==> src/rtl/pc_sequencer.sv <==
// Fetch-stage program counter sequencer: sequential fetch with a valid/ready
// handshake, plus branch redirects, traps and a circular return-address stack.
module pc_sequencer #(
  parameter int              XLEN         = 32,
  parameter int              INSTR_BYTES  = 4,
  parameter logic [XLEN-1:0] RESET_VECTOR = '0,
  parameter logic [XLEN-1:0] TRAP_VECTOR  = 'h80,
  parameter int              RAS_DEPTH    = 4
) (
  input  logic            clock,
  input  logic            reset,
  input  logic            stall,
  input  logic            redirect_valid,
  input  logic [XLEN-1:0] redirect_target,
  input  logic            call_push,
  input  logic            ret_pop,
  input  logic            trap,
  input  logic            fetch_ready,
  output logic            fetch_valid,
  output logic [XLEN-1:0] pc,
  output logic            ras_empty,
  output logic            ras_full,
  output logic            misaligned_err,
  output logic            ras_underflow
);

  localparam int PTR_W = (RAS_DEPTH > 1) ? $clog2(RAS_DEPTH) : 1;
  localparam int CNT_W = $clog2(RAS_DEPTH + 1);
  localparam logic [XLEN-1:0]  LOW_MASK  = XLEN'(INSTR_BYTES - 1);
  localparam logic [XLEN-1:0]  PC_STEP   = XLEN'(INSTR_BYTES);
  localparam logic [PTR_W-1:0] PTR_LAST  = PTR_W'(RAS_DEPTH - 1);
  localparam logic [CNT_W-1:0] CNT_FULL  = CNT_W'(RAS_DEPTH);

  typedef enum logic [1:0] {
    BOOT   = 2'd0,
    RUN    = 2'd1,
    BUBBLE = 2'd2
  } state_t;

  state_t            state, state_next;
  logic [XLEN-1:0]   pc_next;
  logic [XLEN-1:0]   pc_plus;
  logic [XLEN-1:0]   ras_mem [RAS_DEPTH];
  logic [PTR_W-1:0]  top, top_next, top_inc, top_dec;
  logic [CNT_W-1:0]  count, count_next;
  logic              push;
  logic              taken;
  logic              mis_next;
  logic              und_next;

  assign fetch_valid = (state == RUN) & ~stall;
  assign pc_plus     = pc + PC_STEP;

  // Top pointer wraps explicitly so non-power-of-two depths still form a ring.
  assign top_inc = (top == PTR_LAST) ? '0 : top + 1'b1;
  assign top_dec = (top == '0) ? PTR_LAST : top - 1'b1;

  always_comb begin
    pc_next    = pc;
    state_next = state;
    top_next   = top;
    count_next = count;
    push       = 1'b0;
    taken      = 1'b0;
    mis_next   = 1'b0;
    und_next   = 1'b0;

    if (trap) begin
      pc_next    = TRAP_VECTOR;
      count_next = '0;
      taken      = 1'b1;
    end else if (redirect_valid) begin
      pc_next  = redirect_target & ~LOW_MASK;
      mis_next = |(redirect_target & LOW_MASK);
      taken    = 1'b1;
      if (call_push) begin
        push     = 1'b1;
        top_next = top_inc;
        if (count != CNT_FULL) begin
          count_next = count + 1'b1;
        end
      end
    end else if (ret_pop && (count != '0)) begin
      pc_next    = ras_mem[top];
      top_next   = top_dec;
      count_next = count - 1'b1;
      taken      = 1'b1;
    end else begin
      // An empty-stack return only flags; the fetch stream carries on.
      und_next = ret_pop;
      if (fetch_valid && fetch_ready) begin
        pc_next = pc_plus;
      end
    end

    case (state)
      BOOT:    state_next = taken ? BUBBLE : RUN;
      RUN:     state_next = taken ? BUBBLE : RUN;
      BUBBLE:  state_next = taken ? BUBBLE : RUN;
      default: state_next = BOOT;
    endcase
  end

  // A push onto a full stack lands on the oldest slot, overwriting it.
  always_ff @(posedge clock) begin
    if (push) begin
      ras_mem[top_inc] <= pc_plus;
    end
  end

  always_ff @(posedge clock or negedge reset) begin
    if (!reset) begin
      state          <= BOOT;
      pc             <= RESET_VECTOR;
      top            <= '0;
      count          <= '0;
      ras_empty      <= 1'b1;
      ras_full       <= 1'b0;
      misaligned_err <= 1'b0;
      ras_underflow  <= 1'b0;
    end else begin
      state          <= state_next;
      pc             <= pc_next;
      top            <= top_next;
      count          <= count_next;
      ras_empty      <= (count_next == '0);
      ras_full       <= (count_next == CNT_FULL);
      misaligned_err <= mis_next;
      ras_underflow  <= und_next;
    end
  end

endmodule
==> config.mk <==
export PLATFORM = sky130hd
export DESIGN_NAME = pc_sequencer
export DESIGN_NICKNAME = d
export VERILOG_FILES = /design/src/rtl/pc_sequencer.sv
export SDC_FILE = /design/constraint.sdc
export NUM_CORES = 1
export LEC_CHECK = 0
export CORE_MARGIN = 1.5
export CORE_UTILIZATION = 55
export DETAILED_ROUTE_END_ITERATION = 10
export GPL_ROUTABILITY_DRIVEN = 0
export PLACE_DENSITY = 0.77
export SETUP_SLACK_MARGIN = 0.2
export SYNTH_ARGS = -nofsm -noshare
export SYNTH_HDL_FRONTEND = slang
export SYNTH_SLANG_ARGS = --single-unit
export TNS_END_PERCENT = 100
==> constraint.sdc <==
create_clock -name clock -period 2.83 [get_ports clock]
set_input_delay 0.566 -clock clock [delete_from_list [all_inputs] [get_ports clock]]
set_output_delay 0.566 -clock clock [all_outputs]
set_load 0.02 [all_outputs]
# [After elaboration in Yosys (flattened, before gate mapping)]
# Memory sizes are Yosys's and may differ from the RTL's.
# Cells that the tools add are included.
[totals] output_inout_bits=37 memories=1 rom_bits=0 mem_bits_rw=128 ff_bits=43 latchBits=0 in_bits=40
[mem_list] memory="ras_mem" words=4 word_bits=32 rd=1 rd_ports_with_merged_regs=0 write_ports=1 line_no="43" rtl="logic [XLEN-1:0] ras_mem [RAS_DEPTH];"
[op_classes] n_mul=0 reduce_logical=11 addsub=5 n_lt_le_gt_ge=0 n_mux=29 n_bitwise=3 eq_ne=6 shift=0 div_mod_pow=0
[op_table] op="$mux 32" count=4
[op_table] op="$add 32x3->32 const B" count=1
[op_table] op="$mux 3" count=5
[op_table] op="$mux 2" count=7
[op_table] op="$mux 1" count=13
[op_table] op="$eq 2x2->1 const B" count=2
[op_table] op="$logic_not 2->1" count=2
[op_table] op="$reduce_bool 4->1" count=1
[op_table] op="$add 3x1->3 const B" count=1
[op_table] op="$eq 3x3->1 const B" count=1
[op_table] op="$logic_not 3->1" count=1
[op_table] op="$ne 3x3->1 const B" count=1
[op_table] op="$reduce_and 3->1" count=1
[op_table] op="$reduce_bool 3->1" count=1
[op_table] op="$reduce_or 3->1" count=1
[op_table] op="$sub 3x1->3 const B" count=1
[op_table] op="$add 2x1->2 const B" count=1
[op_table] op="$eq 2x1->1 const B" count=1
[op_table] op="$logic_and 1x1->1" count=2
[op_table] op="$ne 2x1->1 const B" count=1
[op_table] op="$not 1->1" count=2
[op_table] op="$reduce_bool 2->1" count=1
[op_table] op="$reduce_or 2->1" count=1
[op_table] op="$sub 2x1->2 const B" count=1
[op_table] op="$and 1x1->1" count=1

# [Depth between registers and ports, before layout]
[depth] ltp_word=7 mapped_depth=9 ltp_nobuf=7

# [Worst setup path before layout]
# No wires, ideal clock.
[synth_timing] kind="input to register" start="in redirect_valid" end="mem ras_mem[0][0] (enable)" t_required_ns=2.438 slack_ns=0.066 arrival_ns=2.372 setup_time_ns=0.392 path_buffers=3 path_stages=5 path_cell_list="clkbuf_1 > nor2b_1 > buf_2 > clkbuf_1 > and3_1"
[synth_between] elab_chain_cells=4
[synth_lines] element="start, declared" line_no="13" rtl="input logic redirect_valid,"
[synth_lines] element="$mux 1" line_no="72" rtl="end else if (redirect_valid) begin"
[synth_lines] element="$mux 1" line_no="68" rtl="if (trap) begin"
[synth_lines] element="$mux 1" line_no="106" rtl="if (push) begin"
[synth_lines] element="$mux 1 (implied by the code)" line_no="107" rtl="ras_mem[top_inc] <= pc_plus;"
[synth_lines] element="end, declared" line_no="43"
# Every way passes these cells.

# [Final worst setup path]
[layout_timing] start="reg pc[2]" end="mem ras_mem[0][24] (data pin)"
[layout_between] elab_chain_cells=1
[layout_lines] element="start, declared" line_no="20" rtl="output logic [XLEN-1:0] pc,"
[layout_lines] element="start signal, assigned" line_no="123" rtl="pc <= pc_next;"
[layout_lines] element="$add 32x3->32" line_no="52" rtl="assign pc_plus = pc + PC_STEP;"
[layout_lines] element="via pc_plus[24]" line_no="42" rtl="logic [XLEN-1:0] pc_plus;"
# The timed path passes the listed nets, and every way through them passes these cells.

==> metrics <==
status completed; fin nets around 730; post-route clock period utilization 88.1%; clock share of power 32.8%; vias 5,783; CP startpoint kind flop; Final Non-Filler Cells 878; Avg Cell Area, Syn around 14 um^2; clock buffer depth 2; width of the chip 124 um; CP top delay family simple AND/OR/NAND/NOR gates; area grow syn2layout 22.5%; cts bufs inserted 17; initial antenna violation count 0; leakage between 3 and 4 nW; critical path buffer and inverter count 1; r2r startpoint pc[2]; Fin. Hold Viols 0; area post-placement between 9000 and 10,000 um^2; R2R cell count 6; asr flop ratio synth about 25%; sequential share of the synthesized area 61.0%; Crit Path Class flop to flop; Antenna diodes 0; Clock Latency Late Sink between 0.4 and 0.5 ns; die area 15,400 um^2; most common cell after layout, fill and taps aside edfxtp_1; crit-path cells ha_1, nand4_1, buf_4, nor2_1, nand4_1, xnor2_1; Worst Setup SP pc[2]; Worst Clk Skew just under 0.009 ns; Pint a little over 5 mW; Routed Antenna Nets 0; core box area approximately 14,000 um^2; first-pass GRT wire length roughly 32,000 um; R2R Setup Slk about 0.34 ns; commonest cells after routing, fill and taps aside edfxtp_1 (128), clkdlybuf4s50_1 (75), nand2_1 (43); Synth Cell Area 8070 um^2; Power Total between 7 and 8 mW; routed len/inst ~23 um; drt drc 0; RSZ-0062 raised after global routing yes; placed cells about 850; Detailed Place HPWL around 14,000 um; CP Capture Type flop; Design Area, Final about 9900 um^2; slowest CP cell dfrtp_1; fraction of final layout cells with drive strength greater than 1 about 17%; first drt pass iteration count 5; Syn Inst Count a little under 600; Logic pwr share a little under a quarter; Detailed Route Iter0 Violations 801; grt ovf 0; Min Hold Slack ~0.22 ns; Reg power frac 43.3%; starting density of the core a little under three fifths; fin. max-slew vios 0; Synth Flop Type edfxtp_1; switching part of the total ~29%; H-Tree Depth 4; vias per inst ~6.6; Worst Path Arrival roughly 2.7 ns; Synth cell types 64; setup_tns 0 ns; Total GRT Usage around 29%; Switch Pwr 2.05 mW; Setup crit end ras_mem[0][24]; clock slew seen by the registers of the worst setup and hold paths about 0.070 ns; Syn. warnings 0; final WL roughly 21,000 um; maximum VDD drop 0.466 mV; number of I/O pins a little under 80; buffers added on ports between 70 and 80; syn_nets approximately 640; critical path's most frequent cell nand4_1; CP required a little over 3 ns; largest net degree at the start of global routing 38; f_max roughly 0.4 GHz; minimum clock period ~2.5 ns; pwr dens between 700 and 800 nW/um^2; number of synthesized flops with an enable pin roughly 130; reg2reg end ras_mem[0][24]; MaxCap Viol Count 0; Worst path depth 6; CTS tree done; slew at the pin closest to its max-slew limit roughly 0.85 ns; worst hold path class input pin to async pin; clock root buffer clkbuf_16; Die H between 100 and 150 um; maximum fanout along the worst path 7; Placement Rows 44; # clock sinks between 150 and 200; Yosys reg bits about 170; final setup fails 0; Slew headroom 43.6%; Crit path largest cell delay between 0.5 and 0.6 ns; number of global-route vias before repair about 5,700
==> cell families (layout without fill, tap and decap cells) <==
kind of cell	Yosys count	count (layout)	share of synthesized area, %
flip-flops	171	171	61.0
AND/OR/NAND/NOR	168	168	11.7
AO/OA/AOI/OAI	120	120	10.6
buffers and inverters	54	163	2.93
multiplexers	34	34	9.18
XOR/XNOR	28	28	3.04
adder cells (fa/ha/maj)	10	10	1.55
==> power groups by stage <==
stage	Combinational (mW)	Sequential (mW)	Clock, mW
floorplan	1.08	3.15	0
global placement	1.66	3.13	0
detailed placement	1.69	3.14	0
CTS	1.71	3.09	2.38
global route	1.84	3.12	2.48
finish	1.71	3.10	2.35
==> synthesized netlist by cell type, types with 5 or more instances <==
master	count	area (um^2)
buf_4	5	37.5
nand4_1	19	119
ha_1	10	125
nor2_1	11	41.3
nor3_1	11	55.1
a211oi_1	12	90.1
xor2_1	7	61.3
and3_1	20	125
o41ai_1	11	96.3
edfxtp_1	128	3840
nand2_1	43	161
inv_1	18	67.6
nand3_1	22	110
xnor2_1	21	184
clkbuf_1	22	82.6
a22o_1	9	78.8
dfrtp_1	42	1050
o2bb2ai_1	8	70.1
mux4_2	32	721
buf_2	6	30.0
nor2b_1	14	87.6
o21ai_0	23	115
a21oi_1	17	85.1
==> per-stage QoR <==
stage	setup slack [ns]	utilization, %
after floorplan	0.396	-
after global placement	0.255	64.3
after detailed placement	0.224	64.3
after CTS	0.331	68.4
after global routing	0.192	68.5
final	0.337	68.5
==> sequential cells by signal (all words and copies together) (netlist names), 2 cells and up <==
name / count
count: 3
ras_mem: 128
top: 2
state: 2
pc: 32
==> how the worst min path moves through the flow <==
stage          startpoint       end  slack (ns)
2_1_floorplan       reset  count[0]        0.27
3_3_place_gp     state[0]  state[0]        0.51
3_5_place_dp     state[0]  state[0]        0.52
4_1_cts             reset     pc[0]        0.24
5_1_grt             reset     pc[0]        0.25
6_report            reset     pc[0]        0.22
==> cell type report <==
cell class	count	area, um^2
repair buffers	113	1130
well taps	184	230
clock buffers	23	533
fillers	989	4540
flip-flops and latches	171	4920
clock inverters	9	70.1
multi-input cells	360	2930
inverters	18	67.6
==> layer usage <==
metal / GRT usage (%) / share of wire [%] / vias to the layer above
li1: - / - / 2495
met1: 40.1 / 42 / 2951
met2: 44.3 / 48 / 295
met3: 6.32 / 7.3 / 42
met4: 10.3 / 2.3 / 0
met5: 0 / 0 / -
==> what timing repair did <==
item,in CTS,in global routing
endpoints found under the setup margin,0,5
buffers inserted,0,1
hold buffers,0,0
gates resized for setup,0,1
Power figures use the tool's default switching activity.
